[src/rtl/atm_light_scheduler_if.sv]
// Publish channel from the atmospheric-light scheduler to the transmission/recovery stage.
// Handshake: a transfer occurs on a clk edge with atm_valid and atm_ready both high; the master holds data and atm_valid stable until then.
interface atm_light_scheduler_if #(
    parameter int DATA_W  = 8,
    parameter int RECIP_W = 16
);
    logic [DATA_W-1:0]  atm_r;
    logic [DATA_W-1:0]  atm_g;
    logic [DATA_W-1:0]  atm_b;
    logic [RECIP_W-1:0] inv_r;
    logic [RECIP_W-1:0] inv_g;
    logic [RECIP_W-1:0] inv_b;
    logic               atm_valid;
    logic               atm_ready;

    modport master (
        output atm_r, atm_g, atm_b, inv_r, inv_g, inv_b, atm_valid,
        input  atm_ready
    );

    modport slave (
        input  atm_r, atm_g, atm_b, inv_r, inv_g, inv_b, atm_valid,
        output atm_ready
    );
endinterface

[src/rtl/atm_light_scheduler.sv]
// Tracks the brightest dark-channel pixel per frame, then walks one shared 1/x LUT over R, G, B
// and publishes A and 1/A atomically through the pub channel.
module atm_light_scheduler #(
    parameter int DATA_W  = 8,
    parameter int RECIP_W = 16
) (
    input  logic                  clk,
    input  logic                  rst,
    input  logic                  pix_valid,
    input  logic [DATA_W-1:0]     pix_r,
    input  logic [DATA_W-1:0]     pix_g,
    input  logic [DATA_W-1:0]     pix_b,
    input  logic [DATA_W-1:0]     pix_dark,
    input  logic                  pix_eof,
    output logic [DATA_W-1:0]     lut_in,
    input  logic [RECIP_W-1:0]    lut_out,
    output logic                  busy,
    output logic                  frame_drop,
    output logic [2:0]            dbg_state,
    atm_light_scheduler_if.master pub
);
    typedef enum logic [2:0] {
        ACCUM = 3'd0,
        LK_R  = 3'd1,
        LK_G  = 3'd2,
        LK_B  = 3'd3,
        HOLD  = 3'd4
    } state_t;

    localparam logic [DATA_W-1:0] ONE = DATA_W'(1);

    state_t             state_q;
    logic               first_q;
    logic [DATA_W-1:0]  cand_dark_q, cand_r_q, cand_g_q, cand_b_q;
    logic [DATA_W-1:0]  cand_dark_d, cand_r_d, cand_g_d, cand_b_d;
    logic [DATA_W-1:0]  snap_r_q, snap_g_q, snap_b_q;
    logic [RECIP_W-1:0] stage_inv_r_q, stage_inv_g_q;
    logic [DATA_W-1:0]  atm_r_q, atm_g_q, atm_b_q;
    logic [RECIP_W-1:0] inv_r_q, inv_g_q, inv_b_q;
    logic [DATA_W-1:0]  lut_in_q;
    logic               atm_valid_q, busy_q, frame_drop_q;
    logic               take_pix, eof_evt;

    // The LUT returns 0 at index 0, so a zero channel is looked up and published as 1.
    function automatic logic [DATA_W-1:0] clamp1(input logic [DATA_W-1:0] v);
        return (v == '0) ? ONE : v;
    endfunction

    always_comb begin
        eof_evt     = pix_valid && pix_eof;
        take_pix    = pix_valid && (first_q || (pix_dark > cand_dark_q));
        cand_dark_d = take_pix ? pix_dark : cand_dark_q;
        cand_r_d    = take_pix ? pix_r    : cand_r_q;
        cand_g_d    = take_pix ? pix_g    : cand_g_q;
        cand_b_d    = take_pix ? pix_b    : cand_b_q;
    end

    always_ff @(posedge clk) begin
        if (rst) begin
            first_q     <= 1'b1;
            cand_dark_q <= '0;
            cand_r_q    <= '0;
            cand_g_q    <= '0;
            cand_b_q    <= '0;
        end else if (pix_valid) begin
            cand_dark_q <= cand_dark_d;
            cand_r_q    <= cand_r_d;
            cand_g_q    <= cand_g_d;
            cand_b_q    <= cand_b_d;
            first_q     <= pix_eof;
        end
    end

    always_ff @(posedge clk) begin
        if (rst) begin
            state_q       <= ACCUM;
            snap_r_q      <= '0;
            snap_g_q      <= '0;
            snap_b_q      <= '0;
            stage_inv_r_q <= '0;
            stage_inv_g_q <= '0;
            atm_r_q       <= '0;
            atm_g_q       <= '0;
            atm_b_q       <= '0;
            inv_r_q       <= '0;
            inv_g_q       <= '0;
            inv_b_q       <= '0;
            lut_in_q      <= '0;
            atm_valid_q   <= 1'b0;
            busy_q        <= 1'b0;
            frame_drop_q  <= 1'b0;
        end else begin
            frame_drop_q <= eof_evt && (state_q != ACCUM);
            case (state_q)
                ACCUM: begin
                    if (eof_evt) begin
                        snap_r_q <= clamp1(cand_r_d);
                        snap_g_q <= clamp1(cand_g_d);
                        snap_b_q <= clamp1(cand_b_d);
                        lut_in_q <= clamp1(cand_r_d);
                        busy_q   <= 1'b1;
                        state_q  <= LK_R;
                    end
                end
                LK_R: begin
                    stage_inv_r_q <= lut_out;
                    lut_in_q      <= snap_g_q;
                    state_q       <= LK_G;
                end
                LK_G: begin
                    stage_inv_g_q <= lut_out;
                    lut_in_q      <= snap_b_q;
                    state_q       <= LK_B;
                end
                LK_B: begin
                    // Blue reciprocal goes straight to the output so the whole set lands on one edge.
                    atm_r_q     <= snap_r_q;
                    atm_g_q     <= snap_g_q;
                    atm_b_q     <= snap_b_q;
                    inv_r_q     <= stage_inv_r_q;
                    inv_g_q     <= stage_inv_g_q;
                    inv_b_q     <= lut_out;
                    lut_in_q    <= '0;
                    atm_valid_q <= 1'b1;
                    state_q     <= HOLD;
                end
                HOLD: begin
                    if (pub.atm_ready) begin
                        atm_valid_q <= 1'b0;
                        busy_q      <= 1'b0;
                        state_q     <= ACCUM;
                    end
                end
                default: begin
                    state_q <= ACCUM;
                end
            endcase
        end
    end

    assign lut_in        = lut_in_q;
    assign busy          = busy_q;
    assign frame_drop    = frame_drop_q;
    assign dbg_state     = state_q;
    assign pub.atm_r     = atm_r_q;
    assign pub.atm_g     = atm_g_q;
    assign pub.atm_b     = atm_b_q;
    assign pub.inv_r     = inv_r_q;
    assign pub.inv_g     = inv_g_q;
    assign pub.inv_b     = inv_b_q;
    assign pub.atm_valid = atm_valid_q;
endmodule

[src/flat_wrapper.sv]
// flat-port wrapper written by rule: the top's interface ports become plain ports
module atm_light_scheduler_flat 
#(
    parameter int DATA_W  = 8,
    parameter int RECIP_W = 16
)
  (clk, rst, pix_valid, pix_r, pix_g, pix_b, pix_dark, pix_eof, lut_in, lut_out, busy, frame_drop, dbg_state, pub_atm_r, pub_atm_g, pub_atm_b, pub_inv_r, pub_inv_g, pub_inv_b, pub_atm_valid, pub_atm_ready);
  atm_light_scheduler_if #(.DATA_W(DATA_W), .RECIP_W(RECIP_W)) pub_i ();
  input  logic clk;
  input  logic rst;
  input  logic pix_valid;
  input  logic [DATA_W-1:0] pix_r;
  input  logic [DATA_W-1:0] pix_g;
  input  logic [DATA_W-1:0] pix_b;
  input  logic [DATA_W-1:0] pix_dark;
  input  logic pix_eof;
  output logic [DATA_W-1:0] lut_in;
  input  logic [RECIP_W-1:0] lut_out;
  output logic busy;
  output logic frame_drop;
  output logic [2:0] dbg_state;
  output wire logic [$bits(pub_i.atm_r)-1:0] pub_atm_r;
  output wire logic [$bits(pub_i.atm_g)-1:0] pub_atm_g;
  output wire logic [$bits(pub_i.atm_b)-1:0] pub_atm_b;
  output wire logic [$bits(pub_i.inv_r)-1:0] pub_inv_r;
  output wire logic [$bits(pub_i.inv_g)-1:0] pub_inv_g;
  output wire logic [$bits(pub_i.inv_b)-1:0] pub_inv_b;
  output wire logic [$bits(pub_i.atm_valid)-1:0] pub_atm_valid;
  input wire logic [$bits(pub_i.atm_ready)-1:0] pub_atm_ready;
  assign pub_atm_r = pub_i.atm_r;
  assign pub_atm_g = pub_i.atm_g;
  assign pub_atm_b = pub_i.atm_b;
  assign pub_inv_r = pub_i.inv_r;
  assign pub_inv_g = pub_i.inv_g;
  assign pub_inv_b = pub_i.inv_b;
  assign pub_atm_valid = pub_i.atm_valid;
  assign pub_i.atm_ready = pub_atm_ready;
  atm_light_scheduler #(.DATA_W(DATA_W), .RECIP_W(RECIP_W)) u_core (.clk(clk), .rst(rst), .pix_valid(pix_valid), .pix_r(pix_r), .pix_g(pix_g), .pix_b(pix_b), .pix_dark(pix_dark), .pix_eof(pix_eof), .lut_in(lut_in), .lut_out(lut_out), .busy(busy), .frame_drop(frame_drop), .dbg_state(dbg_state), .pub(pub_i));
endmodule
[config.mk]
export PLATFORM = sky130hd
export DESIGN_NAME = atm_light_scheduler_flat
export DESIGN_NICKNAME = d
export VERILOG_FILES = /design/src/rtl/atm_light_scheduler_if.sv /design/src/rtl/atm_light_scheduler.sv /design/src/flat_wrapper.sv
export SDC_FILE = /design/constraint.sdc
export NUM_CORES = 1
export LEC_CHECK = 0
export ABC_CLOCK_PERIOD_IN_PS = 2400
export BUFFER_PORTS_ARGS = -buffer_cell sky130_fd_sc_hd__buf_2
export CORE_AREA = 2 2 114 116
export DETAILED_ROUTE_END_ITERATION = 12
export DIE_AREA = 0 0 116 118
export PLACE_DENSITY_LB_ADDON = 0.1
export SETUP_SLACK_MARGIN = 0.2
export SYNTH_ARGS = -nofsm -noshare
export SYNTH_HDL_FRONTEND = slang
export SYNTH_SLANG_ARGS = --single-unit
[constraint.sdc]
create_clock -name clk -period 2.4 [get_ports clk]
set_input_delay 0.24 -clock clk [delete_from_list [all_inputs] [get_ports clk]]
set_output_delay 0.24 -clock clk [all_outputs]
set_load 0.05 [all_outputs]
==> impl_metrics.ini, run 1 <==
[setup_path]
worst-path-max-fanout = 5
cp-end-kind = flip-flop
crit_slowest_cell = dfxtp_1
timing.critical_path.max_delay_family = compound AO/OA/AOI/OAI gates
worstPathCellList = inv_1, ha_1, nand4_1, o31a_1, o21ai_4, clkbuf_16, buf_16, mux2i_1, a21oi_1
cp_data_arrival_time_ns = 2.44
critical_path_class = reg2reg
cp_data_required_time_ns = 2.71
timing.critical_path.buf_inv = 3
timing.critical_path.slowest_cell_delay_ns = 0.33
critPathLaunchType = flip-flop

[sta]
setup_viol = 0
hold_viol = 0
setup-tns-final_ns = 0
worst_slew_margin_rel_pct = 46.8
timing.hold.ws_ns = 0.0794
clock-skew-final_ns = 0.00560
slew_violations = 0
maxClockFrequency_ghz = 0.470
final.period_utilization_pct = 88.7
fin_crit_ns = 2.13
setup_repair_after_global_routing_missed_its_margin = no
worst_pin_slew_ns = 0.797

[route]
vias_per_instance = 5.44
antenna_left = 0
wire_per_inst_microns = 16.1
via_count = 5979
first_pass_iters = 5
postRouteWirelength_microns = 17700
drt_iter0_drc = 467
drc = 0

[power_and_ir_drop]
worst_ir_drop_vdd_uv = 445
static-leakage-power_nw = 3.38
p_per_area_nw_per_um2 = 818

[cells_and_area]
final_cell_count_no_fill = 1100
layout-area-overhead-vs-synth_pct = 24.9
num-nets-final = 976
num_antenna_cells = 0
post_route_cells_drive_above_1_share_pct = 22.7

[placed_design]
place.detailed.instances = 1062
placement.io_buffers = 138
dp_hpwl_microns = 12000
gp_congestion = 0.842

[hold_path]
worst_hold_path_type = in2reg

[synthesis]
netlist.top_cell.by_area = dfxtp_1
ys_warn_count = 0
syn_area_sq_um = 6620
synthesis.area_per_instance_sq_um = 8.35
ys_top_cells_by_area = dfxtp_1 (53%), nand2_1 (13%), a21oi_1 (11%), mux2i_1 (5.1%), nor2_1 (2.3%)
synth.ff_latch_count = 175
synth_cell_types = 43
ys_dominant_reg_cell = dfxtp_1
synthesized_net_count = 854
number_of_enable_type_register_cells_in_the_synthesized_netlist = 0
postSynthCellCount = 793
synth_async_sr_flop_share_pct = 0
synth_sequential_area_ratio_pct = 52.9
yosysTopAreaCellShare_pct = 52.9

[outcome]
outcome = complete, no violations

[flow_run]
maxCapViolations = 0

[die]
num_rows = 41
core_area_sq_um = 12400
io-pin-count = 139
starting_density_pct = 53.3
die_width_microns = 116
floorplan.die_area_sq_um = 13700
die_h_microns = 118

[clocking]
clk_path_buf_depth = 2
cts_sinks = 175
clkTransAtPathRegs_ns = 0.06
tritoncts = built
insertion_delay_ns = 0.42
cts_made_buffers = 17
cts_root_buffer = clkbuf_16
cts_max_level = 4

[global_route]
global_route.usage.total_pct = 25.6
grt_pass1_wl_microns = 27700
gr-total-overflow = 0
grt_start_max_net_pins = 74
vias_in_the_first_global_route = 5660
antenna_found_initial = 0
[final timing paths]
path / startpoint / to / slack [ns] / cells after the start
worst max-delay path: u_core.cand_dark_q[7] / u_core.snap_g_q[2] / 0.27 / 9
worst max register to register: u_core.cand_dark_q[7] / u_core.snap_g_q[2] / 0.27 / 9
worst min-delay path: pix_dark[6] / u_core.cand_dark_q[6] / 0.08 / 3
worst min register to register: u_core.pub.inv_r[10] / u_core.pub.inv_r[10] / 0.45 / 2
[cell usage after synthesis, drive strengths merged (3+ instances only)]
cell type	number
a22oi	7
mux2i	34
nor2	41
dfxtp	175
ha	8
nor4	8
nand2	223
buf	21
o22ai	8
o21ai	29
nand3	3
nor3	6
nand2b	3
inv	11
clkbuf	35
a21oi	149
or4	4
nor2b	3
a211oi	8
[layer usage]
metal  GRT usage [%]  part of all wire [%]
met4            10.2                   2.3
met5               0                     0
met3            4.89                   5.7
met1            32.5                    42
met2            42.5                    50
[per-stage QoR]
| step | power, W | utilization [%] | cell area [sq um] | setup WS [ns] |
|---|---|---|---|---|
| after floorplan | 0.00368 | - | 6620 | 0.533 |
| after global placement | 0.00389 | 60.0 | 7450 | 0.293 |
| after detailed placement | 0.00392 | 60.0 | 7450 | 0.173 |
| after CTS | 0.00672 | 65.0 | 8070 | 0.246 |
| after global routing | 0.00702 | 66.6 | 8270 | 0.175 |
| final | 0.00676 | 66.6 | 8270 | 0.271 |
[cells in the final DEF (no fill, tap or decap), drive strengths merged, types with 3 or more instances in the layout]
cell and instances:
nand2b 3, a22oi 7, a211oi 8, clkbuf 26, buf 156, nor3 6
nor2 41, o22ai 8, o21ai 29, mux2i 34, or4 4, inv 11
nor4 8, dfxtp 175, nor2b 3, bufinv 3, ha 8, clkinv 4
nand3 3, nand2 223, a21oi 149
[kinds of logic (layout without fill, tap and decap cells)]
family	count (synthesis)	in the layout	share of synthesized area [%]
AO/OA/AOI/OAI	206	206	16.7
XOR/XNOR	1	1	0.132
buffers and inverters	67	202	4.84
AND/OR/NAND/NOR	300	300	18.4
multiplexers	36	36	5.54
flip-flops	175	175	52.9
adder cells (fa/ha/maj)	8	8	1.51
[worst register-to-register path: stages (launching register included)]
cell       delay (ns)
dfxtp_1          0.33
inv_1            0.05
ha_1             0.32
nand4_1          0.13
o31a_1           0.34
o21ai_4          0.13
clkbuf_16        0.22
buf_16           0.13
mux2i_1          0.25
a21oi_1          0.10
[area by class of cell]
type	instances	area, sq um
Fill cell	1105	4150
Sequential cell	175	3500
Multi-Input combinational cell	551	2910
Clock buffer	23	478
Inverter	11	41.3
Tap cell	172	215
Clock inverter	9	133
Timing Repair Buffer	159	986
[flip-flops by register name, summed over array words and instances, names as in the netlist, 16 cells and up]
register / flops
u_core.stage_inv_r_q: 16
u_core.stage_inv_g_q: 16
u_core.pub.inv_g: 16
u_core.pub.inv_b: 16
u_core.pub.inv_r: 16
[timing repair]
item | in CTS | in global routing
cloned | 0 | 3
endpoints found under the setup margin | 9 | 39
gates resized for setup | 0 | 20
hold buffers | 0 | 0
pin swaps | 1 | 5
setup buffers | 1 | 2
[power breakdown]
group	leakage, nW	switching [W]	total (W)	internal [W]
Combinational	1.67	0.000503	0.000799	0.000296
Clock	0.293	0.00111	0.00283	0.00172
Sequential	1.42	0.000100	0.00314	0.00304
Total	3.38	0.00171	0.00676	0.00505
Power figures use the tool's default switching activity.
==> run 2, diff against run 1 <==
Settings changed: ABC_AREA from default to 1, CORE_AREA 2 2 114 116 to 2 2 115 117, DIE_AREA 0 0 116 118 to 0 0 117 119.
==> impl_metrics.ini, run 2 <==
[synthesis]
ys_warn_count = 0
netlist.top_cell.by_area = dfxtp_1
synth_async_sr_flop_share_pct = 0
synthMostInstantiatedCell = dfxtp_1
ys_dominant_reg_cell = dfxtp_1
synthesis.area_per_instance_sq_um = 7.92
syn_area_sq_um = 6660
yosysTopAreaCellShare_pct = 52.6
number_of_enable_type_register_cells_in_the_synthesized_netlist = 0
postSynthCellCount = 841
synth_top_cells_by_count = dfxtp_1 (175), nor2_1 (165), o21ai_0 (118), nand2_1 (88), inv_1 (82)
synth.ff_latch_count = 175
synthesized_net_count = 902
synth_cell_types = 38
ys_top_cells_by_area = dfxtp_1 (53%), nor2_1 (9.3%), o21ai_0 (8.9%), a21oi_1 (5.2%), nand2_1 (5.0%)
synth_sequential_area_ratio_pct = 52.6

[global_route]
grt_pass1_wl_microns = 26400
gr-total-overflow = 0
antenna_found_initial = 0
grt_start_max_net_pins = 88
vias_in_the_first_global_route = 5228
global_route.usage.total_pct = 24.3

[setup_path]
rr_endpoint = u_core.snap_g_q[0]
cp-startpoint = u_core.cand_dark_q[5]
ff2ff_path_depth = 15
critical_path.most_common_cell = nand2_1
critical_path.reg2reg.startpoint = u_core.cand_dark_q[5]
timing.critical_path.max_delay_family = simple AND/OR/NAND/NOR gates
timing.critical_path.buf_inv = 3
endpoint = u_core.snap_g_q[0]
critPathLaunchType = flip-flop
cp-end-kind = flip-flop
worstPathCellList = inv_2, ha_4, nand2_2, nor2_4, nand4_1, nand2_4, nand2_8, nand2_8, buf_4, inv_6, nand2_1, nand2_1, nor3_2, nand2_1, a21oi_1
cp_data_arrival_time_ns = 2.50
worst-path-max-fanout = 6
path_depth = 15
regToRegSetupSlack_ns = 0.26
cp_data_required_time_ns = 2.76
crit_slowest_cell = dfxtp_2
critical_path_class = reg2reg
timing.critical_path.slowest_cell_delay_ns = 0.32

[sta]
clock-skew-final_ns = 0.00766
final.period_utilization_pct = 89.3
maxClockFrequency_ghz = 0.467
worst_slew_margin_rel_pct = 54.4
fin_crit_ns = 2.14
setup_repair_after_global_routing_missed_its_margin = yes
worst_pin_slew_ns = 0.683
setup_viol = 0
slew_violations = 0
hold_viol = 0
setup-tns-final_ns = 0

[clocking]
clk_path_buf_depth = 2
cts_root_buffer = clkbuf_16
cts_sinks = 175
cts_made_buffers = 17
clkTransAtPathRegs_ns = 0.07
insertion_delay_ns = 0.43
cts_max_level = 4
cts_hold_buffers = 0
tritoncts = built

[die]
starting_density_pct = 51.8
die_width_microns = 117
num_rows = 42
core_area_sq_um = 12900
io-pin-count = 139
die_h_microns = 119
floorplan.die_area_sq_um = 13900

[placed_design]
dp_hpwl_microns = 11300
gp_congestion = 0.869
placement.io_buffers = 138

[power_and_ir_drop]
combinationalPowerShare_pct = 17.0
static-leakage-power_nw = 3.92
worst_ir_drop_vdd_uv = 480
internal_power_component_w = 0.00588
p_seq_share_pct = 40.5
p_per_area_nw_per_um2 = 936
power.share.switching_pct = 26.9
p_sw_w = 0.00216
power.total_w = 0.00804
clock_power_share_pct = 42.5

[flow_run]
maxCapViolations = 0

[cells_and_area]
num-nets-final = 1040
post_route_cells_drive_above_1_share_pct = 26.7
most-common-layout-cells = dfxtp_1 (170), nor2_1 (162), buf_2 (138), o21ai_0 (118), inv_1 (77)
filler_cell_count = 1136
num_antenna_cells = 0
layout-area-overhead-vs-synth_pct = 29.0
mostFrequentLayoutCell = dfxtp_1

[route]
antenna_left = 0
vias_per_instance = 5.14
wire_per_inst_microns = 14.7
first_pass_iters = 5
postRouteWirelength_microns = 17200
drc = 0
drt_iter0_drc = 435
via_count = 6004

[hold_path]
worst_hold_path_type = in2reg
hold_path.startpoint = pix_eof

[outcome]
outcome = complete, no violations
==> run 2: cell types whose count changed after synthesis, moves of 6 or more <==
cell      previous run  this run
a22oi_1              7         0
nor4_1               8         1
o21ai_0             26       118
nor2_1              41       165
buf_2               14         4
o211ai_1             1        17
mux2i_1             34         3
a21oi_1            149        69
inv_1               10        82
nand3_1              3         9
nand2_1            223        88
==> run 2: kinds of logic after synthesis <==
| family | Yosys count | synth area share [%] |
|---|---|---|
| buffers and inverters | 138 | 8.41 |
| AND/OR/NAND/NOR | 288 | 18.2 |
| multiplexers | 3 | 0.451 |
| flip-flops | 175 | 52.6 |
| adder cells (fa/ha/maj) | 8 | 1.50 |
| AO/OA/AOI/OAI | 229 | 18.9 |
==> run 2: repair_timing <==
| item | in CTS | in global routing |
|---|---|---|
| cloned | 2 | 2 |
| setup buffers | 3 | 10 |
| pin swaps | 2 | 13 |
| endpoints found under the setup margin | 5 | 27 |
| resized for setup | 4 | 48 |
==> run 2: power groups by stage <==
| stage | Sequential [W] | Combinational (W) | Clock (W) |
|---|---|---|---|
| floorplan | 0.00357 | 0.000629 | 0 |
| detailed placement | 0.00331 | 0.00123 | 0 |
| global route | 0.00328 | 0.00151 | 0.00357 |
| global placement | 0.00331 | 0.00122 | 0 |
| CTS | 0.00325 | 0.00126 | 0.00345 |
| finish | 0.00326 | 0.00137 | 0.00342 |
==> run 2: how the worst min path moves through the flow <==
stage                                     end  slack, ns  cells past startpoint
after floorplan             u_core.frame_drop       0.38                      2
after global placement    u_core.pub.inv_g[7]       0.44                      2
after detailed placement  u_core.pub.inv_g[7]       0.44                      2
after CTS                   u_core.frame_drop       0.06                      3
after global routing        u_core.frame_drop       0.09                      3
final                       u_core.frame_drop       0.07                      3
==> run 2: final cells by class <==
type / count / area, sq um / area share [%]
timing repair inverter: 1 / 8.76 / 0.102
timing repair buffer: 166 / 958 / 11.1
clock buffer: 23 / 498 / 5.79
multi-input combinational: 530 / 2810 / 32.7
inverter: 88 / 343 / 3.99
tap: 176 / 220 / 2.56
clock inverter: 9 / 249 / 2.90
sequential: 175 / 3510 / 40.8
==> run 2: metal layers <==
metal,share of wire (%),GRT usage [%]
met1,44,31.7
met2,48,38.9
met3,5.3,5.75
met4,2.6,9.49
met5,0,0
==> run 2: tightest hold or removal path, cell delays in order <==
cell and delay, ns:
buf_2 0.09, nand4_1 0.08, inv_1 0.05
==> run 2: through the flow <==
stage | area [sq um] | setup slack [ns] | instances | util, % | hold WS, ns
6_report | 8600 | 0.257 | 1168 | 66.8 | 0.0741
5_1_grt | 8600 | 0.164 | 1168 | 66.8 | 0.0852
4_1_cts | 8290 | 0.205 | 1156 | 64.4 | 0.0633
3_5_place_dp | 7480 | 0.108 | 1119 | 58.1 | 0.444
3_3_place_gp | 7480 | 0.155 | 1119 | 58.1 | 0.443
2_1_floorplan | 6660 | 0.501 | 841 | - | 0.379
==> run 3, diff against run 2 <==
Settings changed: BUFFER_PORTS_ARGS -buffer_cell sky130_fd_sc_hd__buf_2 to default, CORE_AREA 2 2 115 117 to 2 2 107 109, DIE_AREA 0 0 117 119 to 0 0 109 111, DONT_BUFFER_PORTS from default to 1.
==> impl_metrics.ini, run 3 (synthesized netlist as in run 2, its figures left out) <==
[outcome]
outcome = finished, violations left
failed_checks = negative hold slack

[route]
antenna_left = 0
via_count = 5872
first_pass_iters = 5
postRouteWirelength_microns = 18700
drc = 0
wire_per_inst_microns = 18.0
vias_per_instance = 5.64
drt_iter0_drc = 445

[sta]
timing.hold.ws_ns = -0.105
slew_violations = 0
worst_slew_margin_rel_pct = 59.8
setup-tns-final_ns = 0
hold_viol = 34
final.period_utilization_pct = 92.1
setup_viol = 0
fin_crit_ns = 2.21
maxClockFrequency_ghz = 0.453
worst_pin_slew_ns = 0.602
clock-skew-final_ns = 0.0104
setup_repair_after_global_routing_missed_its_margin = yes

[clocking]
tritoncts = built
clk_path_buf_depth = 2
clkTransAtPathRegs_ns = 0.06
cts_root_buffer = clkbuf_16
insertion_delay_ns = 0.43
cts_made_buffers = 17
cts_max_level = 4
cts_sinks = 175

[setup_path]
critical_path.reg2reg.startpoint = u_core.cand_dark_q[7]
critical_path.most_common_cell = nand2_4
timing.critical_path.slowest_cell_delay_ns = 0.32
crit_slowest_cell = dfxtp_2
cp_data_required_time_ns = 2.76
cp-end-kind = flip-flop
rr_endpoint = u_core.lut_in[0]
ff2ff_path_depth = 17
regToRegSetupSlack_ns = 0.19
cp_data_arrival_time_ns = 2.57
cp-startpoint = u_core.cand_dark_q[7]
worst-path-max-fanout = 5
critical_path_class = reg2reg
worstPathCellList = inv_2, ha_4, nand2_4, nor2_4, nand4_1, nand2_4, nand2_8, nand2_8, buf_6, nand2_4, nand2_4, nand2_1, nor2_2, nand2_2, nand3_2, nand2_2, a21oi_2
critPathLaunchType = flip-flop

[cells_and_area]
num-nets-final = 948
num_antenna_cells = 0
mostFrequentLayoutCell = dfxtp_1
layout-area-overhead-vs-synth_pct = 25.0
most-common-layout-cells = dfxtp_1 (168), nor2_1 (162), o21ai_0 (115), inv_1 (73), nand2_1 (68)
post_route_cells_drive_above_1_share_pct = 17.0
post-route-cell-area_sq_um = 8330
filler_cell_count = 804

[power_and_ir_drop]
combinationalPowerShare_pct = 14.5
worst_ir_drop_vdd_uv = 709
power.share.switching_pct = 28.4
clock_power_share_pct = 38.9
static-leakage-power_nw = 3.45
p_per_area_nw_per_um2 = 913
p_seq_share_pct = 46.7
power.total_w = 0.00760
internal_power_component_w = 0.00545
p_sw_w = 0.00216

[global_route]
antenna_found_initial = 0
grt_pass1_wl_microns = 27800
grt_start_max_net_pins = 80
vias_in_the_first_global_route = 5574
global_route.usage.total_pct = 29.5
gr-total-overflow = 0

[die]
num_rows = 39
die_width_microns = 109
core_area_sq_um = 11100
starting_density_pct = 60.2
io-pin-count = 139
die_h_microns = 111
floorplan.die_area_sq_um = 12100

[placed_design]
dp_hpwl_microns = 11200
placed_cell_area_sq_um = 6750
gp_congestion = 0.884
placement.io_buffers = 0

[hold_path]
worst_hold_path_type = in2reg
timing.hold.worst_endpoint = u_core.cand_b_q[7]
holdPathStages = 1
hold_path.startpoint = rst

[flow_run]
maxCapViolations = 0
## run 3: worst max-delay path: cells and delay by family, from the launching register on
family,cells,cell delay (ns)
adders and majority gates,1,0.27
DFF,1,0.32
and+or+nand+nor,13,1.25
buffers and inverters,2,0.16
AOI/OAI and AO/OA,1,0.13
## run 3: final cells by class
| type | count | area (sq um) | share of cell area (%) |
|---|---|---|---|
| Timing Repair inverter | 1 | 5.00 | 0.0601 |
| Clock inverter | 11 | 189 | 2.27 |
| Sequential cell | 175 | 3510 | 42.2 |
| Multi-Input combinational cell | 529 | 2880 | 34.5 |
| Inverter | 88 | 348 | 4.18 |
| Timing Repair Buffer | 75 | 771 | 9.26 |
| Tap cell | 143 | 179 | 2.15 |
| Clock buffer | 20 | 447 | 5.36 |
## run 3: power groups by stage
stage	Sequential (W)	Combinational, W	Clock (W)
CTS	0.00354	0.000947	0.00298
detailed placement	0.00360	0.000811	0
global route	0.00357	0.00121	0.00309
global placement	0.00359	0.000784	0
floorplan	0.00357	0.000629	0
finish	0.00355	0.00110	0.00296
## run 3: worst max path at each step
stage / to / slack, ns / depth (start not counted)
after floorplan: u_core.lut_in[0] / 0.50 / 13
after global placement: u_core.snap_g_q[0] / 0.21 / 15
after detailed placement: u_core.snap_g_q[0] / 0.08 / 16
after CTS: u_core.snap_g_q[0] / 0.20 / 16
after global routing: u_core.lut_in[0] / 0.09 / 17
final: u_core.lut_in[0] / 0.19 / 17
## run 3: routing by layer
metal  global-route usage, %  vias to the layer above  share of wire, %
met5                       0                        -                 0
met4                    15.1                        0               3.8
met3                    8.64                       55               7.8
met2                    48.1                      251                50
met1                    34.8                     2739                39
li1                        -                     2827                 -
## run 3: through the flow
step	hold slack [ns]	std cells	utilization, %	setup slack, ns
5_1_grt	-0.124	1042	75.2	0.0895
6_report	-0.105	1042	75.2	0.190
2_1_floorplan	0.379	841	-	0.501
4_1_cts	-0.126	1028	72.0	0.197
3_3_place_gp	0.318	949	61.0	0.212
3_5_place_dp	0.321	949	61.0	0.0822
## run 3: repair_timing
item | CTS | global route
endpoints found under the setup margin | 5 | 31
gates cloned | 2 | 2
gates resized for setup | 20 | 62
hold buffers | 36 | 1
setup buffers | 10 | 11
pin swaps | 11 | 28
hold endpoints to repair | 76 | 35
